### src/rtl/nand_page_reader.sv
// Read-side NAND bus engine: command, address cycles, R/B wait, then len REN strobes into the page buffer.
// Optional define NAND_RD_CONFIRM_EN inserts an 8'h30 confirm command cycle between ADDR and the R/B wait.
module nand_page_reader #(
  parameter int          ADDR_CYC = 3,
  parameter int          CNT_W    = 10,
  parameter logic [7:0]  RD_CMD   = 8'h00
) (
  input  logic                  clk,
  input  logic                  rst,
  input  logic                  start,
  input  logic [8*ADDR_CYC-1:0] addr,
  input  logic [CNT_W-1:0]      len,
  output logic                  busy,
  output logic                  done,
  output logic [7:0]            rd_data,
  output logic                  rd_valid,
  output logic [7:0]            F_IO_out,
  output logic                  F_IO_oe,
  input  logic [7:0]            F_IO_in,
  output logic                  F_CLE,
  output logic                  F_ALE,
  output logic                  F_WEN,
  output logic                  F_REN,
  input  logic                  F_RB
);

  typedef enum logic [2:0] {IDLE, CMD, ADDR, CONFIRM, WAIT_LO, WAIT_HI, READ, DONE} state_t;

  state_t                state_q, state_d;
  logic                  phase_q, phase_d;
  logic [CNT_W-1:0]      cnt_q, cnt_d;
  logic [CNT_W-1:0]      len_q, len_d;
  logic [8*ADDR_CYC-1:0] addr_q, addr_d;
  logic [7:0]            rd_data_q, rd_data_d, io_q, io_d;
  logic                  rd_valid_q, rd_valid_d;
  logic                  cle_q, cle_d, ale_q, ale_d, wen_q, wen_d, ren_q, ren_d;
  logic                  oe_q, oe_d, busy_q, busy_d, done_q, done_d;

  always_comb begin
    state_d    = state_q;
    phase_d    = phase_q;
    cnt_d      = cnt_q;
    len_d      = len_q;
    addr_d     = addr_q;
    rd_data_d  = rd_data_q;
    rd_valid_d = 1'b0;
    case (state_q)
      IDLE: if (start) begin
        state_d = CMD;
        addr_d  = addr;
        len_d   = len;
        cnt_d   = '0;
        phase_d = 1'b0;
      end
      CMD: begin
        phase_d = ~phase_q;
        if (phase_q) begin
          state_d = ADDR;
          cnt_d   = '0;
        end
      end
      ADDR: begin
        phase_d = ~phase_q;
        if (phase_q) begin
          if (cnt_q == CNT_W'(ADDR_CYC - 1)) begin
`ifdef NAND_RD_CONFIRM_EN
            state_d = CONFIRM;
`else
            state_d = WAIT_LO;
`endif
            cnt_d = '0;
          end else begin
            cnt_d = cnt_q + CNT_W'(1);
          end
        end
      end
`ifdef NAND_RD_CONFIRM_EN
      CONFIRM: begin
        phase_d = ~phase_q;
        if (phase_q) state_d = WAIT_LO;
      end
`endif
      WAIT_LO: if (!F_RB) state_d = WAIT_HI;
      WAIT_HI: if (F_RB) begin
        state_d = (len_q == '0) ? DONE : READ;
        cnt_d   = '0;
        phase_d = 1'b0;
      end
      READ: begin
        phase_d = ~phase_q;
        if (!phase_q) begin
          rd_data_d  = F_IO_in;
          rd_valid_d = 1'b1;
        end else if (cnt_q == len_q - CNT_W'(1)) begin
          state_d = DONE;
        end else begin
          cnt_d = cnt_q + CNT_W'(1);
        end
      end
      DONE:    state_d = IDLE;
      default: state_d = IDLE;
    endcase

    // Bus outputs are decoded from the next state so the registered pins line up with the state.
    cle_d  = (state_d == CMD) || (state_d == CONFIRM);
    ale_d  = (state_d == ADDR);
    oe_d   = cle_d || ale_d;
    wen_d  = !(oe_d && !phase_d);
    ren_d  = !((state_d == READ) && !phase_d);
    busy_d = !((state_d == IDLE) || (state_d == DONE));
    done_d = (state_d == DONE);
    io_d   = 8'h00;
    if (state_d == CMD) io_d = RD_CMD;
`ifdef NAND_RD_CONFIRM_EN
    if (state_d == CONFIRM) io_d = 8'h30;
`endif
    if (state_d == ADDR) begin
      for (int k = 0; k < ADDR_CYC; k++)
        if (cnt_d == CNT_W'(k)) io_d = addr_q[8*k +: 8];
    end
  end

  always_ff @(posedge clk or posedge rst) begin
    if (rst) begin
      state_q    <= IDLE;
      phase_q    <= 1'b0;
      cnt_q      <= '0;
      len_q      <= '0;
      addr_q     <= '0;
      rd_data_q  <= 8'h00;
      rd_valid_q <= 1'b0;
      io_q       <= 8'h00;
      cle_q      <= 1'b0;
      ale_q      <= 1'b0;
      wen_q      <= 1'b1;
      ren_q      <= 1'b1;
      oe_q       <= 1'b0;
      busy_q     <= 1'b0;
      done_q     <= 1'b0;
    end else begin
      state_q    <= state_d;
      phase_q    <= phase_d;
      cnt_q      <= cnt_d;
      len_q      <= len_d;
      addr_q     <= addr_d;
      rd_data_q  <= rd_data_d;
      rd_valid_q <= rd_valid_d;
      io_q       <= io_d;
      cle_q      <= cle_d;
      ale_q      <= ale_d;
      wen_q      <= wen_d;
      ren_q      <= ren_d;
      oe_q       <= oe_d;
      busy_q     <= busy_d;
      done_q     <= done_d;
    end
  end

  assign busy     = busy_q;
  assign done     = done_q;
  assign rd_data  = rd_data_q;
  assign rd_valid = rd_valid_q;
  assign F_IO_out = io_q;
  assign F_IO_oe  = oe_q;
  assign F_CLE    = cle_q;
  assign F_ALE    = ale_q;
  assign F_WEN    = wen_q;
  assign F_REN    = ren_q;

endmodule

### config.mk
export PLATFORM = sky130hd
export DESIGN_NAME = nand_page_reader
export DESIGN_NICKNAME = d
export VERILOG_FILES = /design/src/rtl/nand_page_reader.sv
export SDC_FILE = /design/constraint.sdc
export NUM_CORES = 1
export LEC_CHECK = 0
export BUFFER_PORTS_ARGS = -buffer_cell sky130_fd_sc_hd__buf_2
export CORE_MARGIN = 10
export CORE_UTILIZATION = 40
export CTS_CLUSTER_DIAMETER = 50
export DETAILED_ROUTE_END_ITERATION = 16
export GPL_ROUTABILITY_DRIVEN = 0
export GPL_TIMING_DRIVEN = 0
export SKIP_CTS_REPAIR_TIMING = 1
export SYNTH_ARGS = -nofsm -noshare
export SYNTH_HDL_FRONTEND = slang
export SYNTH_SLANG_ARGS = --single-unit
### constraint.sdc
create_clock -name clk -period 4.95 [get_ports clk]
set_input_delay 0.99 -clock clk [delete_from_list [all_inputs] [get_ports clk]]
set_output_delay 0.99 -clock clk [all_outputs]
set_load 0.05 [all_outputs]
======== Word-level counts from Yosys, hierarchy flattened ========
Cells that the tools add are included.
storage, ports and cells
  register bits ........................... 72
  input bits .............................. 46
  logic and storage cells ................. 75
operators by class
  $add $sub $neg .......................... 2
  eq/ne operators ......................... 14
  multiplexer cells ....................... 27
  bitwise operators ....................... 1
  reductions and logical operators ........ 16
operators with widths
  operator                                              count
  2-to-1 mux 10 bit                                     7
  case mux 10 bit (5 select lines)                      1
  2-to-1 mux 8 bit                                      4
  2-to-1 mux 3 bit                                      8
  equality test 10 x 2 -> 1 bit, second input constant  2
  zero test 10 bit                                      2
  case mux 3 bit (6 select lines)                       1
  equality test 3 bit, second input constant            5
  adder 10 x 1 -> 10 bit, second input constant         1
  equality test 10 x 1 -> 1 bit, second input constant  1
  equality test 10 bit                                  1
  subtractor 10 x 1 -> 10 bit, second input constant    1
  equality test 3 x 2 -> 1 bit, second input constant   3
  equality test 3 x 1 -> 1 bit, second input constant   2
  zero test 3 bit                                       2
  2-to-1 mux 1 bit                                      5
  zero test 1 bit                                       4
  AND reduction 2 bit                                   2
  logical OR 1 bit                                      3
  case mux 1 bit (3 select lines)                       1
  OR reduction 3 bit                                    1
  logical AND 1 bit                                     2
  inverter 1 bit                                        1

======== Depth between registers and ports, before layout ========
  depth in word-level cells ............... 10
  mapped depth ............................ 14
  gate-level depth less buffers ........... 11

======== Least setup slack after synthesis ========
No wires, ideal clock.
  path kind ............................... register to register
  start ................................... reg len_q[0]
  end ..................................... reg io_q[6], in the netlist F_IO_out[6]
  setup time .............................. 73 ps
  arrival ................................. 2801 ps
  path slack .............................. 2076 ps
  stages on the path, launching flop included .. 14
  buffers on the path ..................... 2
  cell sequence ........................... dfrtp_1 > inv_1 > ha_1 > clkbuf_2 > o21ba_1 > a221oi_1 > a41oi_1 > a211oi_4 > and3_1 > buf_6 > mux2i_1 > nand4_1 > nor4_4 > a21boi_2
between the ends
  word-level cells in the longest chain between the ends .. 10
ends and longest elaborated chain
  what                              RTL line  text
  start, declared                   32        logic [CNT_W-1:0] len_q, len_d;
  start signal, assigned            144       len_q <= len_d;
  subtractor 10 x 1 -> 10 bit       94        end else if (cnt_q == len_q - CNT_W'(1)) begin
  equality test 10 bit              94
  2-to-1 mux 10 bit                 94
  2-to-1 mux 10 bit                 91        if (!phase_q) begin
  case mux 10 bit (5 select lines)  47        case (state_q)
  zero test 10 bit                  119       if (cnt_d == CNT_W'(k)) io_d = addr_q[8*k +: 8];
  2-to-1 mux 8 bit (3 in series)    119
  2-to-1 mux 8 bit *                117       if (state_d == ADDR) begin
  named net io_d[6]                 34        logic [7:0] rd_data_q, rd_data_d, io_q, io_d;
  end signal, assigned              148       io_q <= io_d;
  end, declared                     34
Mark *: on every way through the listed nets, which the timed path passes. The rest lies on a longest branch.
A chain may end at the register's enable or synchronous reset.

======== Worst setup path after layout ========
  start ................................... reg len_q[0]
  end ..................................... reg io_q[0], in the netlist F_IO_out[0]
Same word-level chain as after synthesis.

==> qor.yml <==
final_area_um2: 4970
grtUsageTotal_pct: 14.8
synth_top_area_share_pct: 41.5
hold_ws_ps: 503
core-area_um2: 10300
htree_levels: 3
worstPathArrival_ps: 3900
r2r_slack_ps: 1290
cts_tree: "done"
antenna_found_initial: 0
slew_headroom_pct: 46.4
start_util_pct: 41.0
clk_path_buf_depth: 2
synth-compound-area-share_pct: 18.1
clock_sinks: 72
p_total_mw: 2.82
clock_skew_ps: 9.84
cts_buffers: 9
drive_gt1_share_pct: 33.5
syn-cell-area_um2: 4220
ir_worst_vdd_mv: 0.292
routed_via_density: 5.38
ys_types: 69
cp.required_ps: 5190
tightestPinTransition_ps: 801
synth.area.top_cells: "dfrtp_1 (42%), mux2_2 (11%), nor2_1 (3.2%)"
max_clock_freq_ghz: 0.273
synth-xor-area-share_pct: 2.70
drv_cap: 0
regToRegStartpoint: "len_q[0]"
clk_pin_slew_ps: 90
synth_flop_cell: "dfrtp_1"
async_flop_share_pct: 100
fillCellCount: 994
muxShareOfSynthArea_pct: 11.7
grt_pass1_wl_um: 17800
placed_area_um2: 4760
synth_common_cells: "dfrtp_1 (70), mux2_2 (42), nor2_1 (36), nand2_1 (22), inv_1 (20)"
yosysMostFrequentCell: "dfrtp_1"
fin_ws_ps: 1290
root_buffer: "clkbuf_8"
fin_nets: 546
drt-pass1-iter-count: 4
finalHoldViolations: 0
place_inst: 618
cp-end-kind: "register"
hold_start: "addr_q[10]"
grt_start_max_net_pins: 51
status: "finished, final reports clean"
finalWirelength_um: 11000
ff2ff_path_depth: 13
avgSynthCellArea_um2: 10.2
place_hpwl_um: 8120
seq_area_frac_synth_pct: 42.8
rsz0062_at_grt: "no"
path_max_fanout: 10
synth_largest_area_cell: "dfrtp_1"
ios: 70
tns_ps: 0
synth_nets: 465
leakage_nw: 2.27
dieWidth_um: 123
synthSimpleGateAreaFrac_pct: 17.9
diodes: 0
syn_inst: 412
critPathLaunchType: "register"
vias: 3410
grt_pass1_vias: 3515
period_share_pct: 73.9
reg2reg_to: "F_IO_out[0]"
crit_type: "reg2reg"
rows: 37
drt_iter0_drc: 196
synth_fa_ha_area_share_pct: 2.08
critical_path.startpoint: "len_q[0]"
drc_errors: 0
die_h_um: 123
hp-class: "reg2reg"
fin_cells: 634
numPortBuffers: 69
place_ws_ps: 1320
clk_latency_ps: 350
power_density_nw_per_um2: 566
finalSetupViolations: 0
min_path_cells: 1
wl_per_cell_um: 17.3
synth_edf_count: 0
synth_top_family_by_area: "compound AO/OA/AOI/OAI gates"
fin_util_pct: 48.4
hold_end: "addr_q[10]"
period_needed_ps: 3660
ys_ff_latch: 72
overflow: 0
final-max-slew-violation-count: 0
synth_warnings: 0
area_delta_synth_final_pct: 17.9
ant_nets: 0
die_area_um2: 15000
==> cells by family after synthesis <==
group | count (synthesis)
adders and majority gates | 7
and+or+nand+nor | 132
DFF | 72
xor gates and xnor gates | 13
muxes | 44
buffers and inverters | 45
AOI/OAI and AO/OA | 99
==> report_power, final <==
part           internal (mW)  total [mW]  switching [mW]
combinational          0.539        1.37           0.831
clock                  0.253       0.502           0.249
sequential             0.794       0.945           0.151
==> worst max-delay path, cell delays in order (launching register included) <==
cell and delay [ps]:
dfrtp_1 480, inv_1 70, ha_1 190, clkbuf_2 170, o21ba_1 200, a221oi_1 290, a41oi_1 120, a211oi_4 360
o2111ai_1 380, a21oi_2 530, buf_2 330, nor3b_1 80, o21bai_1 240, a21boi_1 90
==> per-layer routing <==
| metal | GRT usage (%) | routed length, µm | vias up |
|---|---|---|---|
| met2 | 23.6 | 5390 | 98 |
| met1 | 19.1 | 4870 | 1643 |
| met3 | 3.95 | 619 | 8 |
| met4 | 4.71 | 104 | 0 |
| met5 | 0 | 0 | - |
| li1 | - | - | 1661 |
==> flip-flops by register name (all words and copies together) (netlist names) <==
signal,count
F_IO_oe,1
F_IO_out,8
done,1
phase_q,1
F_REN,1
state_q,3
F_ALE,1
rd_data,8
cnt_q,10
addr_q,24
rd_valid,1
busy,1
F_CLE,1
F_WEN,1
len_q,10
==> cell usage in the layout, fill, tap and decap left out, drive strengths merged, types with 4 or more instances in the layout <==
cell type	count
nand2	22
nand4	6
a211oi	5
xnor2	7
o211ai	6
xor2	6
a21oi	14
and3	7
ha	7
nor3	13
o21a	9
buf	86
nand3	14
a21boi	8
nor3b	9
dfrtp	70
nor2	36
inv	23
nor2b	4
o22ai	6
o21bai	8
o21ai	9
clkbuf	19
mux2	42
==> layout make-up <==
cell class / count / area (µm²) / area share (%)
Sequential cell: 72 / 1800 / 36.3
Buffer: 25 / 126 / 2.54
Inverter: 20 / 77.6 / 1.56
Timing Repair Buffer: 70 / 373 / 7.50
Clock buffer: 10 / 138 / 2.77
Multi-Input combinational cell: 295 / 2210 / 44.5
Clock inverter: 6 / 72.6 / 1.46
Tap cell: 136 / 170 / 3.42
==> how the worst max path moves through the flow <==
stage	depth (start not counted)	slack, ps	endpoint
floorplan	13	2080	F_IO_out[6]
global placement	2	1200	F_CLE
detailed placement	13	1320	F_IO_out[0]
CTS	13	1260	F_IO_out[0]
global route	13	1090	F_IO_out[0]
finish	13	1290	F_IO_out[0]
Note: power is estimated with default switching activity, not from simulation.
